[config.mk]
export PLATFORM = sky130hd
export DESIGN_NAME = pcie_tx_link_scheduler
export DESIGN_NICKNAME = d
export VERILOG_FILES = /design/src/rtl/pcie_tx_link_scheduler_pkg.sv /design/src/rtl/pcie_skp_timer.sv /design/src/rtl/pcie_tx_link_scheduler.sv
export SDC_FILE = /design/constraint.sdc
export NUM_CORES = 1
export LEC_CHECK = 0
export BUFFER_PORTS_ARGS = -buffer_cell sky130_fd_sc_hd__clkbuf_2
export CAP_MARGIN = 20
export CELL_PAD_IN_SITES_DETAIL_PLACEMENT = 0
export CELL_PAD_IN_SITES_GLOBAL_PLACEMENT = 1
export CORE_UTILIZATION = 40
export CTS_BUF_LIST = sky130_fd_sc_hd__clkbuf_4 sky130_fd_sc_hd__clkbuf_8
export DETAILED_ROUTE_END_ITERATION = 8
export PLACE_DENSITY_LB_ADDON = 0.1
export SETUP_SLACK_MARGIN = 0.1
export SYNTH_ARGS = -nofsm -noshare
export SYNTH_HDL_FRONTEND = slang
export SYNTH_SLANG_ARGS = --single-unit
[constraint.sdc]
create_clock -name clk -period 2.78 [get_ports clk]
set_input_delay 0.556 -clock clk [delete_from_list [all_inputs] [get_ports clk]]
set_output_delay 0.556 -clock clk [all_outputs]
set_load 0.005 [all_outputs]
[src/rtl/pcie_tx_link_scheduler_pkg.sv]
// Shared types and constants for the PCIe transmit link scheduler.
package pcie_tx_link_scheduler_pkg;

    localparam int unsigned SYM_W      = 8;
    localparam int unsigned DLLP_W     = 48;
    localparam int unsigned DLLP_BYTES = 6;
    localparam int unsigned SEQ_W      = 3;

    // 8b/10b control symbols and logical idle
    localparam logic [SYM_W-1:0] K_COM  = 8'hBC;  // K28.5
    localparam logic [SYM_W-1:0] K_STP  = 8'hFB;  // K27.7
    localparam logic [SYM_W-1:0] K_SDP  = 8'h5C;  // K28.2
    localparam logic [SYM_W-1:0] K_END  = 8'hFD;  // K29.7
    localparam logic [SYM_W-1:0] K_EDB  = 8'hFE;  // K30.7
    localparam logic [SYM_W-1:0] K_SKP  = 8'h1C;  // K28.0
    localparam logic [SYM_W-1:0] D_IDLE = 8'h00;  // D0.0

    // DLLP type codes carried in the first DLLP byte
    typedef enum logic [7:0] {
        DLLP_ACK          = 8'h00,
        DLLP_NAK          = 8'h10,
        DLLP_PM_ENTER_L1  = 8'h20,
        DLLP_PM_ENTER_L23 = 8'h21,
        DLLP_PM_REQ_ACK   = 8'h24,
        DLLP_VENDOR       = 8'h30,
        DLLP_INITFC1_P    = 8'h40,
        DLLP_INITFC1_NP   = 8'h50,
        DLLP_INITFC1_CPL  = 8'h60,
        DLLP_UPDATEFC_P   = 8'h80,
        DLLP_INITFC2_P    = 8'hC0
    } dllp_type_e;

    // Scheduler states
    typedef enum logic [2:0] {
        ST_IDLE,
        ST_SKP_OS,
        ST_DLLP,
        ST_TLP_STP,
        ST_TLP_DATA,
        ST_TLP_END,
        ST_TLP_FLUSH
    } sched_state_e;

    // One transmit symbol towards the encoder
    typedef struct packed {
        logic [SYM_W-1:0] data;
        logic             k;
    } tx_sym_t;

endpackage

[src/rtl/pcie_skp_timer.sv]
// SKP ordered-set interval timer: raises a single pending request per expiry.
module pcie_skp_timer #(
    parameter int unsigned SKP_INTERVAL = 1180
) (
    input  logic clk,
    input  logic rst,
    input  logic en,
    input  logic clear,
    input  logic skp_taken,
    output logic skp_pending
);

    localparam int unsigned CNT_W = $clog2(SKP_INTERVAL + 1);

    logic [CNT_W-1:0] cnt;
    logic             expire_c;

    assign expire_c = en && (cnt == CNT_W'(SKP_INTERVAL - 1));

    // Interval counter and pending flag; a new expiry wins over a same-cycle take
    always_ff @(posedge clk or posedge rst) begin
        if (rst) begin
            cnt         <= '0;
            skp_pending <= 1'b0;
        end else if (clear) begin
            cnt         <= '0;
            skp_pending <= 1'b0;
        end else begin
            if (en) begin
                cnt <= expire_c ? '0 : cnt + CNT_W'(1);
            end
            if (expire_c) begin
                skp_pending <= 1'b1;
            end else if (skp_taken) begin
                skp_pending <= 1'b0;
            end
        end
    end

endmodule

[src/rtl/pcie_tx_link_scheduler.sv]
// Single-lane TX scheduler: arbitrates SKP > DLLP > TLP at packet boundaries
// and frames the chosen source into one registered symbol per clock.
module pcie_tx_link_scheduler
    import pcie_tx_link_scheduler_pkg::*;
#(
    parameter int unsigned SKP_INTERVAL = 1180,
    parameter int unsigned SKP_COUNT    = 3
) (
    input  logic              clk,
    input  logic              rst,
    input  logic              link_up,
    input  logic              tlp_valid,
    input  logic [SYM_W-1:0]  tlp_data,
    input  logic              tlp_last,
    input  logic              tlp_bad,
    output logic              tlp_ready,
    input  logic              dllp_valid,
    input  logic [DLLP_W-1:0] dllp_data,
    output logic              dllp_ack,
    output logic [SYM_W-1:0]  tx_data,
    output logic              tx_k,
    output logic              skp_sent,
    output logic              tlp_underrun
);

    localparam logic [SEQ_W-1:0] SKP_LAST  = SEQ_W'(SKP_COUNT);
    localparam logic [SEQ_W-1:0] DLLP_LAST = SEQ_W'(DLLP_BYTES + 1);

    sched_state_e      state, state_nxt, cur_c;
    logic [SEQ_W-1:0]  seq, seq_nxt;
    logic [DLLP_W-1:0] dllp_q, dllp_q_nxt;
    logic [SYM_W-1:0]  term_q, term_nxt;
    tx_sym_t           sym_nxt;
    logic              ack_nxt, skp_sent_nxt, under_nxt, ready_nxt;
    logic              skp_taken, skp_pending;

    pcie_skp_timer #(
        .SKP_INTERVAL (SKP_INTERVAL)
    ) u_skp_timer (
        .clk         (clk),
        .rst         (rst),
        .en          (link_up),
        .clear       (!link_up),
        .skp_taken   (skp_taken),
        .skp_pending (skp_pending)
    );

    // Next-state and symbol selection; IDLE resolves to the winning source in the same cycle
    always_comb begin
        state_nxt    = state;
        seq_nxt      = seq;
        dllp_q_nxt   = dllp_q;
        term_nxt     = term_q;
        sym_nxt      = '{data: D_IDLE, k: 1'b0};
        ack_nxt      = 1'b0;
        skp_sent_nxt = 1'b0;
        under_nxt    = 1'b0;
        skp_taken    = 1'b0;

        cur_c = state;
        if (state == ST_IDLE) begin
            if (skp_pending)     cur_c = ST_SKP_OS;
            else if (dllp_valid) cur_c = ST_DLLP;
            else if (tlp_valid)  cur_c = ST_TLP_STP;
        end

        case (cur_c)
            ST_IDLE: begin
                state_nxt = ST_IDLE;
            end
            ST_SKP_OS: begin
                if (seq == '0) begin
                    sym_nxt      = '{data: K_COM, k: 1'b1};
                    skp_sent_nxt = 1'b1;
                    skp_taken    = 1'b1;
                end else begin
                    sym_nxt = '{data: K_SKP, k: 1'b1};
                end
                if (seq == SKP_LAST) begin
                    seq_nxt   = '0;
                    state_nxt = ST_IDLE;
                end else begin
                    seq_nxt   = seq + SEQ_W'(1);
                    state_nxt = ST_SKP_OS;
                end
            end
            ST_DLLP: begin
                if (seq == '0) begin
                    sym_nxt    = '{data: K_SDP, k: 1'b1};
                    dllp_q_nxt = dllp_data;
                    ack_nxt    = 1'b1;
                end else if (seq == DLLP_LAST) begin
                    sym_nxt = '{data: K_END, k: 1'b1};
                end else begin
                    sym_nxt    = '{data: dllp_q[DLLP_W-1 -: SYM_W], k: 1'b0};
                    dllp_q_nxt = {dllp_q[DLLP_W-SYM_W-1:0], SYM_W'(0)};
                end
                if (seq == DLLP_LAST) begin
                    seq_nxt   = '0;
                    state_nxt = ST_IDLE;
                end else begin
                    seq_nxt   = seq + SEQ_W'(1);
                    state_nxt = ST_DLLP;
                end
            end
            ST_TLP_STP: begin
                sym_nxt   = '{data: K_STP, k: 1'b1};
                state_nxt = ST_TLP_DATA;
            end
            ST_TLP_DATA: begin
                if (tlp_valid) begin
                    sym_nxt = '{data: tlp_data, k: 1'b0};
                    if (tlp_last) begin
                        term_nxt  = tlp_bad ? K_EDB : K_END;
                        state_nxt = ST_TLP_END;
                    end
                end else begin
                    sym_nxt   = '{data: K_EDB, k: 1'b1};
                    under_nxt = 1'b1;
                    state_nxt = ST_TLP_FLUSH;
                end
            end
            ST_TLP_END: begin
                sym_nxt   = '{data: term_q, k: 1'b1};
                state_nxt = ST_IDLE;
            end
            ST_TLP_FLUSH: begin
                if (tlp_valid && tlp_last) state_nxt = ST_IDLE;
            end
            default: begin
                state_nxt = ST_IDLE;
                seq_nxt   = '0;
            end
        endcase

        // Link down abandons whatever is in flight and forces idle
        if (!link_up) begin
            state_nxt    = ST_IDLE;
            seq_nxt      = '0;
            sym_nxt      = '{data: D_IDLE, k: 1'b0};
            ack_nxt      = 1'b0;
            skp_sent_nxt = 1'b0;
            under_nxt    = 1'b0;
            skp_taken    = 1'b0;
        end

        ready_nxt = (state_nxt == ST_TLP_DATA) || (state_nxt == ST_TLP_FLUSH);
    end

    // Scheduler state and packet context registers
    always_ff @(posedge clk or posedge rst) begin
        if (rst) begin
            state  <= ST_IDLE;
            seq    <= '0;
            dllp_q <= '0;
            term_q <= K_END;
        end else begin
            state  <= state_nxt;
            seq    <= seq_nxt;
            dllp_q <= dllp_q_nxt;
            term_q <= term_nxt;
        end
    end

    // Registered outputs towards the encoder and the sources
    always_ff @(posedge clk or posedge rst) begin
        if (rst) begin
            tx_data      <= D_IDLE;
            tx_k         <= 1'b0;
            tlp_ready    <= 1'b0;
            dllp_ack     <= 1'b0;
            skp_sent     <= 1'b0;
            tlp_underrun <= 1'b0;
        end else begin
            tx_data      <= sym_nxt.data;
            tx_k         <= sym_nxt.k;
            tlp_ready    <= ready_nxt;
            dllp_ack     <= ack_nxt;
            skp_sent     <= skp_sent_nxt;
            tlp_underrun <= under_nxt;
        end
    end

endmodule

* Word-level counts from Yosys, hierarchy flattened
Cells that the tools add are included.
** Word-level totals
- Bits in registers :: 87
- Input bits :: 63
- Output and inout port bits :: 13
** Cells by class
- Add/subtract/negate cells :: 2
- Equal/unequal tests :: 14
- Multiplexer cells :: 37
- Reduce and logical (&&, ||, !) cells :: 9
** Operators by type and width (count)
- 48-bit two-way mux :: 2
- 9-bit two-way mux :: 5
- 9-bit case mux with 5 select lines :: 1
- 3-bit two-way mux :: 11
- 11-bit two-way mux :: 2
- 3-bit equality test, second input constant :: 6
- 3-bit case mux with 5 select lines :: 1
- 1-bit two-way mux :: 12
- 11-bit by 1-bit adder with 11-bit output, second input constant :: 1
- 11-bit equality test, second input constant :: 1
- 3-bit by 2-bit equality test with 1-bit output, second input constant :: 3
- 3-bit zero test :: 3
- 3-bit case mux with 3 select lines :: 1
- 5-bit OR reduction :: 1
- 2-bit two-way mux :: 2
- 2-bit != test, second input constant :: 2
- 3-bit by 1-bit adder with 3-bit output, second input constant :: 1
- 3-bit by 1-bit equality test with 1-bit output, second input constant :: 1
- 3-bit by 1-bit != test with 1-bit output, second input constant :: 1
- 3-bit AND reduction :: 1
- 1-bit logical AND :: 2
- 2-bit AND reduction :: 1
- 1-bit logical OR :: 1

* Logic depth before layout (Yosys ltp)
- Depth after elaboration :: 10
- Gate-level depth with buffers :: 9
- Gate-level depth less buffers :: 6

* Hierarchy
A second synthesis with hierarchy kept.
** Unflattened totals
- Cell total of the unflattened synthesis :: 386
- Area total of the unflattened synthesis :: 3983.8 um^2
** By module, submodules not included
- pcie_tx_link_scheduler :: instances 1, cells an instance 323, area each 3314.4 um^2, seq. area each 1727.9 um^2
- pcie_skp_timer :: instances 1, cells an instance 63, area each 669.4 um^2, seq. area each 300.3 um^2

* Worst setup path after synthesis
Ideal clock, no wire load.
- Kind :: register -> register
- Start point :: register seq[0]
- End point :: register dllp_q[38]
- Data arrival time :: 1.488 ns
- Data required time :: 2.645 ns
- Path slack :: 1.157 ns
- Stages on the path, launching flop included :: 9
- Buffers on the path :: 2
- Clock period less this slack :: 1.623 ns
- Cell sequence :: dfrtp_1 ha_1 ha_1 inv_1 o221ai_4 buf_6 buf_6 nand2_1 o21ai_0
** On the way
- Longest elaborated chain between the ends :: 3
- Elaborated cells on any way between the ends :: 5
- Those cells by class :: eq/ne: 2; mux: 1; reduce/logical: 2
** RTL lines
- start, declared :: RTL line pcie_tx_link_scheduler.sv:30 : logic [SEQ_W-1:0] seq, seq_nxt;
- start signal, assigned :: RTL line pcie_tx_link_scheduler.sv:159 : seq <= seq_nxt;
- 3-bit equality test or 3-bit zero test (tied branches) :: RTL line pcie_tx_link_scheduler.sv:92, pcie_tx_link_scheduler.sv:88
- 2-bit != test (no source line)
- 2-bit AND reduction (no source line)
- end signal, assigned :: RTL line pcie_tx_link_scheduler.sv:160 : dllp_q <= dllp_q_nxt;
- end, declared :: RTL line pcie_tx_link_scheduler.sv:31 : logic [DLLP_W-1:0] dllp_q, dllp_q_nxt;
Several ways; a longest one is shown, not always the timed one.
A chain may end at the register's enable or synchronous reset.

* Final worst setup path
- Start point :: register seq[0]
- End point :: register dllp_q[6]
The elaborated chain is that of the path after synthesis.

==> flow_summary.json <==
{
  "run_status": "finished clean",
  "synth_edf_count": 0,
  "max-cap-violations": 0,
  "diodes": 0,
  "drc_errors": 0,
  "drt_first_pass_iters": 4,
  "rrSetupSlack_ps": 920,
  "fp.coreArea_mm2": 0.00937,
  "period_needed_ps": 1860,
  "num_io_pins": 76,
  "crit_chain": "ha_1, ha_1, inv_1, o221ai_4, buf_12, a22o_1",
  "synth.cell_area_mm2": 0.00394,
  "final.setup.tns_ps": 0,
  "worst_path_largest_cell_delay_ps": 410,
  "cts_resized": 0,
  "syn_area_per_cell_um2": 10.2,
  "overflow": 0,
  "cts-hold-fix-buffers": 0,
  "wirelength_um": 8560,
  "ir_drop_v": 0.000274,
  "ys_ff_latch": 81,
  "required_ps": 3010,
  "die_h_um": 101,
  "worst-path-buf-inv": 2,
  "grt_pass1_wl_um": 14100,
  "grt_pass1_vias": 2824,
  "powerDensity_mw_per_mm2": 734,
  "num-nets-final": 522,
  "holdWs_ps": 273,
  "netlist_instances": 386,
  "antenna_found_initial": 0,
  "grt_use_met1": 0.269,
  "via_count": 2937,
  "final-setup-viol-count": 0,
  "place_inst": 571,
  "slowest_stage": "dfrtp_1",
  "met2_usage": 0.256,
  "seq_area_frac_synth": 0.515,
  "syn-num-nets": 455,
  "grt_max_degree": 89,
  "cp.arrival_ps": 2090,
  "rsz0062_at_grt": "false",
  "clockRootBuffer": "clkbuf_8",
  "place.gp.congestion": 0.818,
  "leakage_nw": 2.25,
  "vias_per_cell": 5.00,
  "start_kind": "flip-flop",
  "cts_buffer_depth": 2,
  "syn_to_final_growth_pct": 16.6,
  "hold_path.class": "primary input to asynchronous set/reset pin",
  "clkTransAtPathRegs_ps": 90,
  "cts_inserted_buffers": 9,
  "crit_fanout": 88,
  "post_cts_buffers": 0,
  "met3_usage": 0.0248,
  "final_max_slew_viol_count": 0,
  "port_buffers": 75,
  "period_share": 0.668,
  "busiest_layer": "met1",
  "first_iter_violations": 78,
  "grtUsageTotal": 0.177,
  "async_flop_share": 1.00,
  "finClkSkew_ps": 13.5,
  "ys_types": 49,
  "crit_path_start": "seq[0]$_DFFE_PP0P_",
  "critPathMostFrequentCell": "ha_1",
  "slew_headroom": 0.587,
  "tritoncts": "built",
  "path_class": "flip-flop to flip-flop",
  "ys_warn_count": 0,
  "clock-sinks": 81,
  "total_power_mw": 3.37,
  "critical_path.top_delay_family": "adder cells",
  "initial_core_util": 0.421,
  "rows": 35,
  "die_area_mm2": 0.0103,
  "clk_latency_ps": 350,
  "final_cells": 587,
  "die_x_um": 101,
  "drive_gt1_frac": 0.236,
  "max_freq_ghz": 0.539,
  "htreeDepth": 3,
  "hpwl_um": 5900,
  "wire_per_inst_um": 14.6,
  "hold_viol": 0,
  "worstMarginPinSlew_ps": 620,
  "ant_nets": 0,
  "crit_path_end_kind": "flip-flop",
  "timing.rr.start": "seq[0]$_DFFE_PP0P_",
  "synth_top_flop_cell": "dfrtp_1"
}
[tightest hold or removal path, stage by stage]
cell,delay (ps)
clkbuf_2,90
clkinv_2,50
buf_12,340
[cell type report]
cell class	count	area, µm²
clock inverter	6	48.8
tap	129	161
sequential	81	2030
fill	953	4770
inverter	12	46.3
clock buffer	10	138
timing repair buffer	78	435
multi-input combinational	271	1740
[cells by family after synthesis]
family                     after synthesis  share of synthesized area
adders and majority gates                6                     0.0190
AOI/OAI and AO/OA                       99                      0.156
DFF                                     81                      0.515
xor gates and xnor gates                10                     0.0222
muxes                                   41                      0.104
buffers and inverters                   34                     0.0460
and+or+nand+nor                        115                      0.138
[final timing paths]
path                                           to  cells after the start
setup / recovery            dllp_q[6]$_DFFE_PP0P_                      6
hold / removal              dllp_q[6]$_DFFE_PP0P_                      3
setup reg to reg            dllp_q[6]$_DFFE_PP0P_                      6
hold reg to reg            dllp_q[33]$_DFFE_PP0P_                      2
max in group asynchronous   term_q[0]$_DFFE_PP1P_                      3
min in group clk            term_q[0]$_DFFE_PP1P_                      2
[layer usage]
layer | part of all wire | vias up
met4 | 0.011 | 0
li1 | - | 1482
met3 | 0.039 | 8
met5 | 0 | -
met1 | 0.51 | 1381
met2 | 0.44 | 66
[power by group]
part	internal, mW	leakage, nW	switching, mW	total (mW)
Sequential	1.49	1.04	0.188	1.68
Clock	0.360	0.0912	0.461	0.821
Combinational	0.400	1.13	0.470	0.870
[registers in the layout (all words and copies together) (netlist names)]
name and flops:
u_skp_timer.cnt 11, dllp_ack 1, tx_k 1, u_skp_timer.skp_pending 1, tlp_ready 1, dllp_q 48
state 3, tx_data 8, skp_sent 1, term_q 2, tlp_underrun 1, seq 3
[cell usage after synthesis, drive strengths merged (2+ instances only)]
cell | n | area, µm²
nor2b | 5 | 33.8
xor2 | 2 | 17.5
inv | 12 | 45.0
a21oi | 4 | 20.0
o22ai | 3 | 18.8
xnor2 | 8 | 70.1
nor2 | 21 | 83.8
o21ai | 61 | 305
nor3b | 2 | 31.3
nand2 | 60 | 225
dfrtp | 80 | 2000
ha | 6 | 75.1
and3 | 5 | 31.3
a31oi | 7 | 50.1
mux2i | 40 | 400
nand3 | 8 | 50.1
a22oi | 2 | 15.0
o211ai | 4 | 30.0
o221ai | 2 | 35.0
buf | 17 | 118
a22o | 8 | 70.1
nand4 | 3 | 18.8
clkbuf | 5 | 18.8
nor3 | 5 | 25.0
a2bb2oi | 2 | 17.5
[cell usage in the layout (no fill, tap or decap), types with 4 or more instances in the layout]
cell       n
o211ai_1   4
nand3_1    6
a22o_1     8
ha_1       6
a31oi_1    6
a21oi_1    4
inv_1     10
mux2i_1   40
and3_1     5
clkbuf_2  75
o21ai_0   53
clkbuf_8  10
nor3_1     5
nand2_1   60
xnor2_1    8
dfrtp_1   80
nor2_1    19
o21ai_1    8
[through the flow]
stage | setup slack (ps) | instance area, µm² | util
2_1_floorplan | 146 | 3940 | -
3_3_place_gp | 1010 | 4410 | 0.471
3_5_place_dp | 939 | 4410 | 0.471
4_1_cts | 921 | 4600 | 0.491
5_1_grt | 772 | 4600 | 0.491
6_report | 924 | 4600 | 0.491
(Power assumes the default switching activity.)
